**src/rtl/bcd_seg_scan.sv**
```systemverilog
// Time-multiplexed 7-segment scanner for a packed BCD word, double-buffered at frame start.
// Optional LEADING_ZERO_BLANK_EN suppresses digits above the highest nonzero digit.
module bcd_seg_scan #(
  parameter int NUM_DIGITS   = 3,
  parameter int REFRESH_DIV  = 1000,
  parameter int BLANK_CYCLES = 8
) (
  input  logic                    clk,
  input  logic                    rst,
  input  logic [4*NUM_DIGITS-1:0] bcd_in,
  input  logic                    bcd_valid,
  output logic [6:0]              seg,
  output logic [NUM_DIGITS-1:0]   an,
  output logic                    frame_start,
  output logic                    upd_pending
);

  localparam int MAXC = (REFRESH_DIV > BLANK_CYCLES) ? REFRESH_DIV : BLANK_CYCLES;
  localparam int CW   = $clog2(MAXC + 1);
  localparam int IW   = (NUM_DIGITS > 1) ? $clog2(NUM_DIGITS) : 1;
  localparam int BW   = 4 * NUM_DIGITS;

  typedef enum logic {ST_BLANK = 1'b0, ST_SHOW = 1'b1} state_t;

  state_t              state_q, state_d;
  logic [IW-1:0]       idx_q, idx_d;
  logic [CW-1:0]       cnt_q, cnt_d;
  logic [BW-1:0]       active_q, active_d;
  logic [BW-1:0]       pending_q, pending_d;
  logic                upd_q, upd_d;
  logic [6:0]          seg_q, seg_d;
  logic [NUM_DIGITS-1:0] an_q, an_d;
  logic                fs_q, fs_d;
  logic                boundary_s;
  logic [3:0]          digit_s;
  logic [IW-1:0]       hi_s;
  logic                show_en_s;

  function automatic logic [6:0] enc(input logic [3:0] v);
    case (v)
      4'd0:    enc = 7'h3F;
      4'd1:    enc = 7'h06;
      4'd2:    enc = 7'h5B;
      4'd3:    enc = 7'h4F;
      4'd4:    enc = 7'h66;
      4'd5:    enc = 7'h6D;
      4'd6:    enc = 7'h7D;
      4'd7:    enc = 7'h07;
      4'd8:    enc = 7'h7F;
      4'd9:    enc = 7'h6F;
      default: enc = 7'h40;
    endcase
  endfunction

  // Scan FSM: SHOW/BLANK timing, digit index advance, shared cycle counter.
  always_comb begin
    state_d = state_q;
    idx_d   = idx_q;
    cnt_d   = cnt_q + CW'(1);
    case (state_q)
      ST_SHOW: begin
        if (cnt_q == CW'(REFRESH_DIV - 1)) begin
          state_d = ST_BLANK;
          cnt_d   = CW'(0);
        end else begin
          cnt_d   = cnt_q + CW'(1);
        end
      end
      ST_BLANK: begin
        if (cnt_q == CW'(BLANK_CYCLES - 1)) begin
          state_d = ST_SHOW;
          cnt_d   = CW'(0);
          idx_d   = (idx_q == IW'(NUM_DIGITS - 1)) ? IW'(0) : idx_q + IW'(1);
        end else begin
          cnt_d   = cnt_q + CW'(1);
        end
      end
      default: begin
        state_d = ST_BLANK;
        cnt_d   = CW'(0);
      end
    endcase
  end

  // Double buffer: commit only on the edge entering SHOW of digit 0; a load on that edge wins.
  always_comb begin
    boundary_s = (state_q == ST_BLANK) && (state_d == ST_SHOW) && (idx_d == IW'(0));
    active_d   = active_q;
    pending_d  = pending_q;
    upd_d      = upd_q;
    if (boundary_s) begin
      if (bcd_valid) begin
        active_d = bcd_in;
      end else if (upd_q) begin
        active_d = pending_q;
      end else begin
        active_d = active_q;
      end
      upd_d = 1'b0;
    end else if (bcd_valid) begin
      pending_d = bcd_in;
      upd_d     = 1'b1;
    end else begin
      upd_d     = upd_q;
    end
  end

  // Output decode from next state so registered outputs line up with the FSM state.
  always_comb begin
    digit_s = 4'h0;
    hi_s    = IW'(0);
    for (int d = 0; d < NUM_DIGITS; d++) begin
      if (IW'(d) == idx_d) begin
        digit_s = active_d[4*d +: 4];
      end else begin
        digit_s = digit_s;
      end
      if (active_d[4*d +: 4] != 4'h0) begin
        hi_s = IW'(d);
      end else begin
        hi_s = hi_s;
      end
    end
`ifdef LEADING_ZERO_BLANK_EN
    show_en_s = (idx_d <= hi_s);
`else
    show_en_s = 1'b1;
`endif
    if ((state_d == ST_SHOW) && show_en_s) begin
      an_d  = NUM_DIGITS'(1) << idx_d;
      seg_d = enc(digit_s);
    end else begin
      an_d  = '0;
      seg_d = 7'h00;
    end
    fs_d = boundary_s;
  end

  // State and output registers.
  always_ff @(posedge clk or posedge rst) begin
    if (rst) begin
      state_q   <= ST_BLANK;
      idx_q     <= IW'(NUM_DIGITS - 1);
      cnt_q     <= CW'(0);
      active_q  <= '0;
      pending_q <= '0;
      upd_q     <= 1'b0;
      seg_q     <= 7'h00;
      an_q      <= '0;
      fs_q      <= 1'b0;
    end else begin
      state_q   <= state_d;
      idx_q     <= idx_d;
      cnt_q     <= cnt_d;
      active_q  <= active_d;
      pending_q <= pending_d;
      upd_q     <= upd_d;
      seg_q     <= seg_d;
      an_q      <= an_d;
      fs_q      <= fs_d;
    end
  end

  assign seg         = seg_q;
  assign an          = an_q;
  assign frame_start = fs_q;
  assign upd_pending = upd_q;

endmodule

```
**config.mk**
```make
export PLATFORM = sky130hd
export DESIGN_NAME = bcd_seg_scan
export DESIGN_NICKNAME = d
export VERILOG_FILES = /design/src/rtl/bcd_seg_scan.sv
export SDC_FILE = /design/constraint.sdc
export NUM_CORES = 1
export LEC_CHECK = 0
export BUFFER_PORTS_ARGS = -buffer_cell sky130_fd_sc_hd__buf_4
export CAP_MARGIN = 20
export CORE_ASPECT_RATIO = 1.4
export CORE_MARGIN = 10
export CORE_UTILIZATION = 65
export CTS_BUF_LIST = sky130_fd_sc_hd__clkbuf_2 sky130_fd_sc_hd__clkbuf_4 sky130_fd_sc_hd__clkbuf_8
export CTS_CLUSTER_DIAMETER = 150
export DETAILED_ROUTE_END_ITERATION = 8
export GPL_TIMING_DRIVEN = 0
export MAX_ROUTING_LAYER = met4
export PLACE_DENSITY = 0.87
export SYNTH_ARGS = -nofsm -noshare
export SYNTH_HDL_FRONTEND = slang
export SYNTH_SLANG_ARGS = --single-unit
```
**constraint.sdc**
```tcl
create_clock -name clk -period 8.58 [get_ports clk]
set_clock_uncertainty 0.05 [all_clocks]
set_input_delay 0.858 -clock clk [delete_from_list [all_inputs] [get_ports clk]]
set_output_delay 0.858 -clock clk [all_outputs]
set_load 0.01 [all_outputs]
```
==> results.cfg <==
[power_and_ir_drop]
irDropWorstVdd_mv = 0.1354
internal_power_uw = 316.2
power.total_uw = 402.5
powerDensity_nw_per_um2 = 138.7
comb_power_share_pct = 6.1
p_sw_uw = 86.25
power.share.clock_pct = 34.3
power_switching_share_pct = 21.43
leakage_uw = 0.001322
power.share.sequential_pct = 59.6

[logic_synthesis]
ys_seq_area_share_pct = 48.23
netlist_instances = 258
mappedNetlistArea_um2 = 2545
yosys_most_used_dff = sky130_fd_sc_hd__dfrtp_1
synthesis.yosys.warnings = 0
synth_top_area_cell = sky130_fd_sc_hd__dfrtp_1
number_of_synthesized_register_bits = 49
mappedNetlistNets = 279
syn_avg_cell_area_um2 = 9.864
synth_enable_flop_cells = 0
netlist-cell-type-count = 50
synth.top_cells.by_area = sky130_fd_sc_hd__dfrtp_1, sky130_fd_sc_hd__nor2_1, sky130_fd_sc_hd__mux2_2
synth-async-reset-ratio_pct = 100.0
synth.top_cell.area_share_pct = 47.20

[timing]
setup-tns-final_ns = 0
slew_at_the_pin_with_the_worst_max_slew_slack_ns = 0.6830
rsz_0062_raised_after_global_routing = no
drv_slew = 0
period_minus_slack_ns = 3.199
hold_viol_final = 0
min_period_over_period_pct = 37.29
fmax_ghz = 0.3125
timing.final.setup_violations = 0
relSlewSlack_pct = 54.47

[drt]
antenna_violating_nets_post_route = 0
dr.pass1.iters = 5
via_cell_ratio = 6.081
detailed_route_wl_um = 5474
dr.first_iter.drc_count = 184
drcViolationCount = 0
via_count = 2031
routedWlPerCell_um = 16.39

[worst_setup_path]
timing.critical_path.max_delay_family = compound AO/OA/AOI/OAI gates
cp_cell_sequence = buf_1 > mux2i_1 > nor2_1 > a21oi_1 > a21oi_1 > o21ai_0 > inv_1 > ha_1 > or4_1 > o311ai_1
critPathSlowestCell = sky130_fd_sc_hd__o21ai_0
path_buf_inv = 2
critical_path_required_ns = 8.72
path_common_cell = sky130_fd_sc_hd__a21oi_1
cp_data_arrival_time_ns = 3.34
maximum_fanout_along_the_worst_path = 10
crit_type = reg -> reg
worstSetupEndpointType = flop
cp_slowest_stage_delay_ns = 0.54
setup.worst_path.start_class = flop

[die]
top_level_ports = 27
initial_core_util_pct = 68.62
design.core.area_um2 = 3709
die_area_um2 = 6854
num_rows = 26
die_w_um = 72.89
floorplan.die.height_um = 94.04

[placement]
place.detailed.hpwl_um = 3859
placement.io_buffers = 26
globalplace.congestion = 0.8694

[cts]
cts_tree = yes
numCtsBuffers = 5
clk_path_buf_depth = 2
cts_setup_buffers = 0
cts_hold_buffers = 0
cts_htree_levels = 2
clkSlewWorstSetupHoldPaths_ns = 0.08
clk-insertion-delay-late_ns = 0.30
tritoncts_num_sinks = 49
post_cts_resized = 0
cell_at_the_root_of_the_clock_tree = sky130_fd_sc_hd__clkbuf_8

[grt]
grt_antenna_before_repair = 0
first_pass_grt_wire_length_um = 9639
grt_start_max_net_pins = 30
first_global_vias = 2038
grt_remaining_overflow = 0
grt_usage_pct = 17.66

[cells_and_area]
final_net_count = 313
layout-drive-gt1-share_pct = 21.23
p_r_area_growth_vs_syn_pct = 14.06
num-fill-cells = 260
antenna_cells_inserted = 0

[outcome]
outcome = complete, no violations

[job]
maxCapViolations = 0

[hold_path]
hold_path_class = reg -> reg
## worst register-to-register path, cell delays in order (launching register included)
cell and delay, ns:
sky130_fd_sc_hd__dfrtp_1 0.43, sky130_fd_sc_hd__buf_1 0.47, sky130_fd_sc_hd__mux2i_1 0.25, sky130_fd_sc_hd__nor2_1 0.05, sky130_fd_sc_hd__a21oi_1 0.17, sky130_fd_sc_hd__a21oi_1 0.09
sky130_fd_sc_hd__o21ai_0 0.54, sky130_fd_sc_hd__inv_1 0.18, sky130_fd_sc_hd__ha_1 0.25, sky130_fd_sc_hd__or4_1 0.52, sky130_fd_sc_hd__o311ai_1 0.11
## cells by family (layout without fill, tap and decap cells)
kind of cell / count (synthesis) / in the layout / synth area share (%)
fa+ha+maj: 6 / 6 / 2.950
simple gates: 106 / 106 / 21.19
compound gates: 55 / 55 / 15.00
buf+inv: 18 / 52 / 2.999
mux: 16 / 16 / 6.883
flops: 49 / 49 / 48.23
xor+xnor: 8 / 8 / 2.753
## cells in the mapped netlist, types with 2 or more instances
cell	n
sky130_fd_sc_hd__nor3_1	2
sky130_fd_sc_hd__a22oi_1	2
sky130_fd_sc_hd__o31a_1	2
sky130_fd_sc_hd__o311ai_1	3
sky130_fd_sc_hd__and2_1	2
sky130_fd_sc_hd__or4_4	2
sky130_fd_sc_hd__ha_1	6
sky130_fd_sc_hd__o211ai_1	2
sky130_fd_sc_hd__nor2b_1	4
sky130_fd_sc_hd__dfrtp_1	48
sky130_fd_sc_hd__xnor2_1	5
sky130_fd_sc_hd__xor2_1	3
sky130_fd_sc_hd__and3_1	4
sky130_fd_sc_hd__clkbuf_1	7
sky130_fd_sc_hd__mux2_2	12
sky130_fd_sc_hd__nand3_1	7
sky130_fd_sc_hd__or2_2	2
sky130_fd_sc_hd__nor2_1	44
sky130_fd_sc_hd__nand2_1	22
sky130_fd_sc_hd__a311oi_1	2
sky130_fd_sc_hd__o21ai_0	9
sky130_fd_sc_hd__nor3b_1	2
sky130_fd_sc_hd__o22ai_1	8
sky130_fd_sc_hd__a211oi_1	2
sky130_fd_sc_hd__or4_1	2
sky130_fd_sc_hd__nand2b_1	2
sky130_fd_sc_hd__nand4_1	6
sky130_fd_sc_hd__inv_1	8
sky130_fd_sc_hd__a21oi_1	14
sky130_fd_sc_hd__mux2i_1	4
## area by class of cell
type	count	area (um2)	area share, %
Inverter	8	30.03	1.034
Clock buffer	7	90.09	3.103
Timing Repair Buffer	27	215.2	7.414
Buffer	10	46.29	1.595
Tap cell	42	52.55	1.810
Multi-Input combinational cell	191	1241	42.76
Sequential cell	49	1227	42.28
## cells in the final DEF, fill, tap and decap left out, drive strengths merged, types with 2 or more instances in the layout
master  netlist  final
o31ai         2      2
o311ai        3      3
mux2         12     12
and3          4      4
nand2b        2      2
nand2        22     22
nor2         44     44
nand3         7      7
mux2i         4      4
nor3          3      3
dfrtp        48     48
a22oi         2      2
a311oi        2      2
clkbuf        7     14
o21ai        10     10
nor2b         4      4
buf           3     30
xnor2         5      5
nand4         6      6
o22ai         8      8
ha            6      6
a21oi        14     14
xor2          3      3
o31a          2      2
inv           8      8
nor3b         2      2
and2          2      2
or2           2      2
or4           4      4
o211ai        2      2
a211oi        3      3
## flip-flops by register name, indices dropped and copies added, names as in the netlist
register,cells
pending_q,12
active_q,12
state_q,1
idx_q,2
an,3
cnt_q,10
seg,7
upd_pending,1
frame_start,1
## final timing paths
path,start,endpoint,slack [ns],cells after the start
min in group asynchronous,rst,seg[4]$_DFF_PP0_,0.52,2
worst max-delay path,upd_pending$_DFFE_PP0P_,seg[5]$_DFF_PP0_,5.38,10
worst min-delay path,cnt_q[0]$_DFF_PP0_,cnt_q[0]$_DFF_PP0_,0.45,1
worst max register to register,upd_pending$_DFFE_PP0P_,seg[5]$_DFF_PP0_,5.38,10
max in group asynchronous,rst,pending_q[10]$_DFFE_PP0P_,7.46,3
worst min register to register,cnt_q[0]$_DFF_PP0_,cnt_q[0]$_DFF_PP0_,0.45,1
## power by group through the flow
stage                     Clock [uW]  Combinational [uW]  Sequential [uW]
after floorplan                    0                14.8              243
after global placement             0                22.8              244
after detailed placement           0                24.6              244
after CTS                        140                24.8              240
after global routing             149                27.4              241
final                            138                24.5              240
## through the flow
stage / instance area (um2) / utilization, % / setup WS [ns] / hold WS (ns) / cells
global placement: 2793 / 75.30 / 5.269 / 0.4333 / 326
detailed placement: 2813 / 75.84 / 5.237 / 0.4390 / 327
CTS: 2903 / 78.27 / 5.405 / 0.4513 / 334
floorplan: 2545 / - / 5.748 / 0.4053 / 258
global route: 2903 / 78.27 / 5.177 / 0.4877 / 334
finish: 2903 / 78.27 / 5.381 / 0.4457 / 334
## layer usage
layer	GRT usage [%]	part of all wire, %	vias up	routed length, um
met5	-	0	-	0
met4	8.571	2.2	0	123
met3	3.598	4.3	11	235
met2	27.61	52	58	2822
met1	21.10	42	978	2293
li1	-	-	984	-
Note: power is estimated with default switching activity, not from simulation.
